### src/rtl/mips_datamemory_bs.sv
// Byte-addressable MIPS data memory: byte/half/word/full loads and stores,
// registered 1-cycle read, misalignment flag with saturating error counter.
module mips_datamemory_bs #(
  parameter int NBITS  = 32,
  parameter int ADDRSZ = 5
) (
  input  logic                                     clk,
  input  logic                                     rst,
  input  logic                                     write_ena,
  input  logic                                     read_ena,
  input  logic [1:0]                               size,
  input  logic                                     sign_ext,
  input  logic [ADDRSZ+$clog2(NBITS/8)-1:0]        addr,
  input  logic [NBITS-1:0]                         data_wr,
  output logic [NBITS-1:0]                         data_rd,
  output logic                                     rd_valid,
  output logic                                     misaligned,
  output logic [7:0]                               err_count
);

  localparam int NBYTES = NBITS / 8;
  localparam int BSEL   = $clog2(NBYTES);
  localparam int AW     = ADDRSZ + BSEL;
  localparam int DEPTH  = 2 ** ADDRSZ;

  logic [NBITS-1:0]  mem [DEPTH];

  logic [ADDRSZ-1:0] word_idx;
  logic [BSEL-1:0]   byte_off;
  logic [BSEL+2:0]   shamt;
  logic              aligned;
  logic              sign_bit;
  logic [NBITS-1:0]  lane_mask;
  logic [NBITS-1:0]  rd_word;
  logic [NBITS-1:0]  shifted;
  logic [NBITS-1:0]  load_val;
  logic [NBITS-1:0]  new_word;

  assign word_idx = addr[AW-1:BSEL];
  assign byte_off = addr[BSEL-1:0];
  assign shamt    = {byte_off, 3'b000};
  assign rd_word  = mem[word_idx];
  assign shifted  = rd_word >> shamt;

  always_comb begin
    aligned   = 1'b1;
    lane_mask = '1;
    sign_bit  = shifted[NBITS-1];
    case (size)
      2'b00: begin
        lane_mask = NBITS'(8'hFF);
        sign_bit  = shifted[7];
      end
      2'b01: begin
        aligned   = ~byte_off[0];
        lane_mask = NBITS'(16'hFFFF);
        sign_bit  = shifted[15];
      end
      2'b10: begin
        aligned   = (byte_off[1:0] == 2'b00);
        lane_mask = NBITS'(32'hFFFF_FFFF);
        sign_bit  = shifted[31];
      end
      default: begin
        aligned   = (byte_off == '0);
        lane_mask = '1;
        sign_bit  = shifted[NBITS-1];
      end
    endcase
  end

  // Aligned accesses never straddle a word, so a plain shift places the lanes.
  always_comb begin
    load_val = shifted & lane_mask;
    if (sign_ext && sign_bit) begin
      load_val = load_val | ~lane_mask;
    end
    new_word = (rd_word & ~(lane_mask << shamt)) | ((data_wr & lane_mask) << shamt);
  end

  always_ff @(posedge clk) begin
    if (rst) begin
      for (int i = 0; i < DEPTH; i++) begin
        mem[i] <= '0;
      end
      data_rd    <= '0;
      rd_valid   <= 1'b0;
      misaligned <= 1'b0;
      err_count  <= 8'd0;
    end else begin
      rd_valid   <= 1'b0;
      misaligned <= 1'b0;
      if ((write_ena || read_ena) && !aligned) begin
        misaligned <= 1'b1;
        if (err_count != 8'hFF) begin
          err_count <= err_count + 8'd1;
        end
      end
      // Read uses the pre-edge word, giving read-before-write on collisions.
      if (read_ena && aligned) begin
        data_rd  <= load_val;
        rd_valid <= 1'b1;
      end
      if (write_ena && aligned) begin
        mem[word_idx] <= new_word;
      end
    end
  end

endmodule
### config.mk
export PLATFORM = sky130hd
export DESIGN_NAME = mips_datamemory_bs
export DESIGN_NICKNAME = d
export VERILOG_FILES = /design/src/rtl/mips_datamemory_bs.sv
export SDC_FILE = /design/constraint.sdc
export NUM_CORES = 2
export LEC_CHECK = 0
export ABC_AREA = 1
export BUFFER_PORTS_ARGS = -buffer_cell sky130_fd_sc_hd__buf_2
export CAP_MARGIN = 20
export CORE_MARGIN = 2
export CORE_UTILIZATION = 30
export CTS_BUF_LIST = sky130_fd_sc_hd__clkbuf_8 sky130_fd_sc_hd__clkbuf_16
export DETAILED_ROUTE_END_ITERATION = 6
export HOLD_SLACK_MARGIN = 0.12
export PLACE_DENSITY = 0.45
export REMOVE_ABC_BUFFERS = 1
export SKIP_CTS_REPAIR_TIMING = 1
export SYNTH_ARGS = -nofsm -noshare
export SYNTH_HDL_FRONTEND = slang
export SYNTH_SLANG_ARGS = --single-unit
### constraint.sdc
create_clock -name clk -period 6.3 [get_ports clk]
set_clock_uncertainty 0.2 [all_clocks]
set_input_delay 0 -clock clk [delete_from_list [all_inputs] [get_ports clk]]
set_output_delay 0 -clock clk [all_outputs]
set_load 0.1 [all_outputs]
==> impl_metrics.tcl <==
set metrics [dict create \
    drv_slew 0 \
    fp.coreArea_mm2 0.154 \
    crit_path_end_kind "register" \
    hold_depth 5 \
    wl_um 192000 \
    crit_buf_inv 7 \
    worst_pin_slew_ns 1.32 \
    die-width_um 397 \
    p_comb_frac 0.112 \
    num_vias 34700 \
    drtIter0Drc 4581 \
    slowest_stage "nor2_1" \
    place_area_mm2 0.0498 \
    avgRoutedWirePerCell_um 29.4 \
    ys.flop_type "edfxtp_1" \
    ys_seq_area_frac 0.683 \
    area_delta_synth_final_pct 16.6 \
    p_leak_uw 0.0203 \
    synth-edff-count 1024 \
    drtPass1Iterations 5 \
    cts_buffers 114 \
    path_cells "dlygate4sd3_1 > buf_2 > buf_4 > inv_2 > nor2_1 > inv_1 > nor2_1 > a22o_1 > dlygate4sd3_1 > a221oi_4 > dlygate4sd3_1 > nor2_1" \
    setup_viol 0 \
    p_sw_uw 4460 \
    insertion_delay_ns 0.76 \
    antenna_found_initial 13 \
    swShare 0.271 \
    io_buffers 87 \
    die_area_mm2 0.157 \
    total_power_uw 16500 \
    post-synth-top-count-cell "nor2_1" \
    vias_per_cell 5.32 \
    worst_hold_path_type "in -> reg" \
    drc 0 \
    globalRouteOverflowTotal 0 \
    grt_pass1_wl_um 266000 \
    finalHoldViolCount 0 \
    grt_start_max_net_pins 88 \
    pwr-share-seq 0.491 \
    ys_top_cells_by_count "nor2_1 (1098), edfxtp_1 (1024), nand2_1 (1001)" \
    rows 144 \
    drtAntennaViolNets 0 \
    yosysTopAreaCell "edfxtp_1" \
    clk_path_buf_depth 3 \
    fmax_ghz 0.214 \
    synth_area_leaders "edfxtp_1 (67%), nor2_1 (8.9%), nand2_1 (8.1%), a22oi_1 (7.4%), dfxtp_1 (1.8%)" \
    ys_warn_count 0 \
    drive_gt1_frac 0.107 \
    clkPwrFrac 0.397 \
    avgSynthCellArea_um2 10.8 \
    min_period_over_period 0.742 \
    arrival_ns 5.06 \
    critPathKind "in -> reg" \
    yosysTopAreaCellShare 0.665 \
    die_h_um 397 \
    pin_count 88 \
    worstPathRequired_ns 6.69 \
    intPower_uw 12000 \
    cp_top_family "buffers and inverters" \
    rsz0062_at_grt "no" \
    initial_core_util 0.301 \
    clockRootBuffer "clkbuf_16" \
    first_global_vias 32700 \
    crit_path_max_incr_delay_ns 0.92 \
    start_kind "primary input" \
    maxCapViolCount 0 \
    outcome "finished clean" \
    ys_seq_elements 1066 \
    gp_congestion 0.886 \
    ir_drop_mv 0.200 \
    ff2ff_path_depth 9 \
    clkSinkCount 1066 \
    cts_tree "done" \
    grt_usage 0.239 \
    cts_htree_levels 3 \
    cp_num_cells 12 \
    dp_hpwl_um 118000 \
    maxSlewHeadroom 0.117 \
    powerDensity_mw_per_mm2 306 \
    cts.reportedPaths.clkPinSlew_ns 0.06 \
    crit_fanout 28 \
    async_flop_share 0 \
    final_area_mm2 0.0539 \
    finalCriticalPeriod_ns 4.68 \
    fin_nets 4416 \
    synthCells 4299 \
    synth.distinct_cells 36 \
    syn-cell-area_mm2 0.0462 \
]
==> flip-flops by register name (all words and copies together) (netlist names) <==
register    cells
err_count       8
rd_valid        1
mem          1024
data_rd        32
misaligned      1
==> logic make-up after synthesis <==
family / synth area share
AOI/OAI and AO/OA: 0.0974
and+or+nand+nor: 0.180
DFF: 0.683
buffers and inverters: 0.0386
adders and majority gates: 0.000271
==> power groups by stage <==
stage | sequential (uW) | clock, uW | combinational (uW)
2_1_floorplan | 8340 | 0 | 703
6_report | 8090 | 6540 | 1840
5_1_grt | 8110 | 6890 | 1910
3_3_place_gp | 8240 | 0 | 1760
3_5_place_dp | 8240 | 0 | 1780
4_1_cts | 8090 | 6630 | 1780
==> routing by layer <==
metal / GRT usage / part of all wire / vias up
met2: 0.361 / 0.44 / 1772
li1: - / - / 15100
met1: 0.336 / 0.42 / 17500
met4: 0.0825 / 0.036 / 6
met3: 0.0547 / 0.095 / 289
met5: 0.0111 / 0.0014 / -
==> through the flow <==
step	hold WS, ns	utilization	setup TNS, ns	instances	setup slack (ns)
after floorplan	-0.128	-	-48.65	3935	-0.112
after global placement	0.193	0.323	0	6236	1.63
after detailed placement	0.193	0.324	0	6242	1.59
after CTS	-0.607	0.347	0	6455	2.39
after global routing	0.129	0.351	0	6511	1.67
final	0.101	0.351	0	6512	1.62
==> cell usage in the layout, fill, tap and decap left out, drive strengths merged, types with 42 or more instances in the layout <==
master,instances
nand2,1001
clkbuf,120
dfxtp,42
inv,95
o21ai,60
a22oi,455
edfxtp,1024
buf,264
dlygate4sd3,54
clkinv,55
nor2,1102
a21oi,74
==> worst paths after layout <==
check / slack [ns] / startpoint / end
max: 1.62 / addr[0] / mem[20][29]
min: 0.10 / addr[4] / mem[24][20]
max reg2reg: 2.61 / mem[11][29] / mem[20][29]
min reg2reg: 0.31 / err_count[5] / err_count[5]
==> area by class of cell <==
class,instances,area (um2)
antenna,2,5.00
clock buffer,120,2950
clock inverter,93,606
fill,15400,99600
inverter,64,248
multi-input combinational,2805,13300
sequential,1066,31600
tap,2044,2560
timing repair buffer,318,2690
==> worst reg2reg max path, stage by stage, from the launching register on <==
cell and delay, ns:
edfxtp_1 0.36, a22oi_1 0.20, nand2_1 0.21, nand2_1 0.22
nand2_1 0.07, nor2_1 0.27, nand3_1 0.24, a221oi_4 0.65
dlygate4sd3_1 0.92, nor2_1 0.09
No activity file was read; power rests on OpenSTA's default activity.
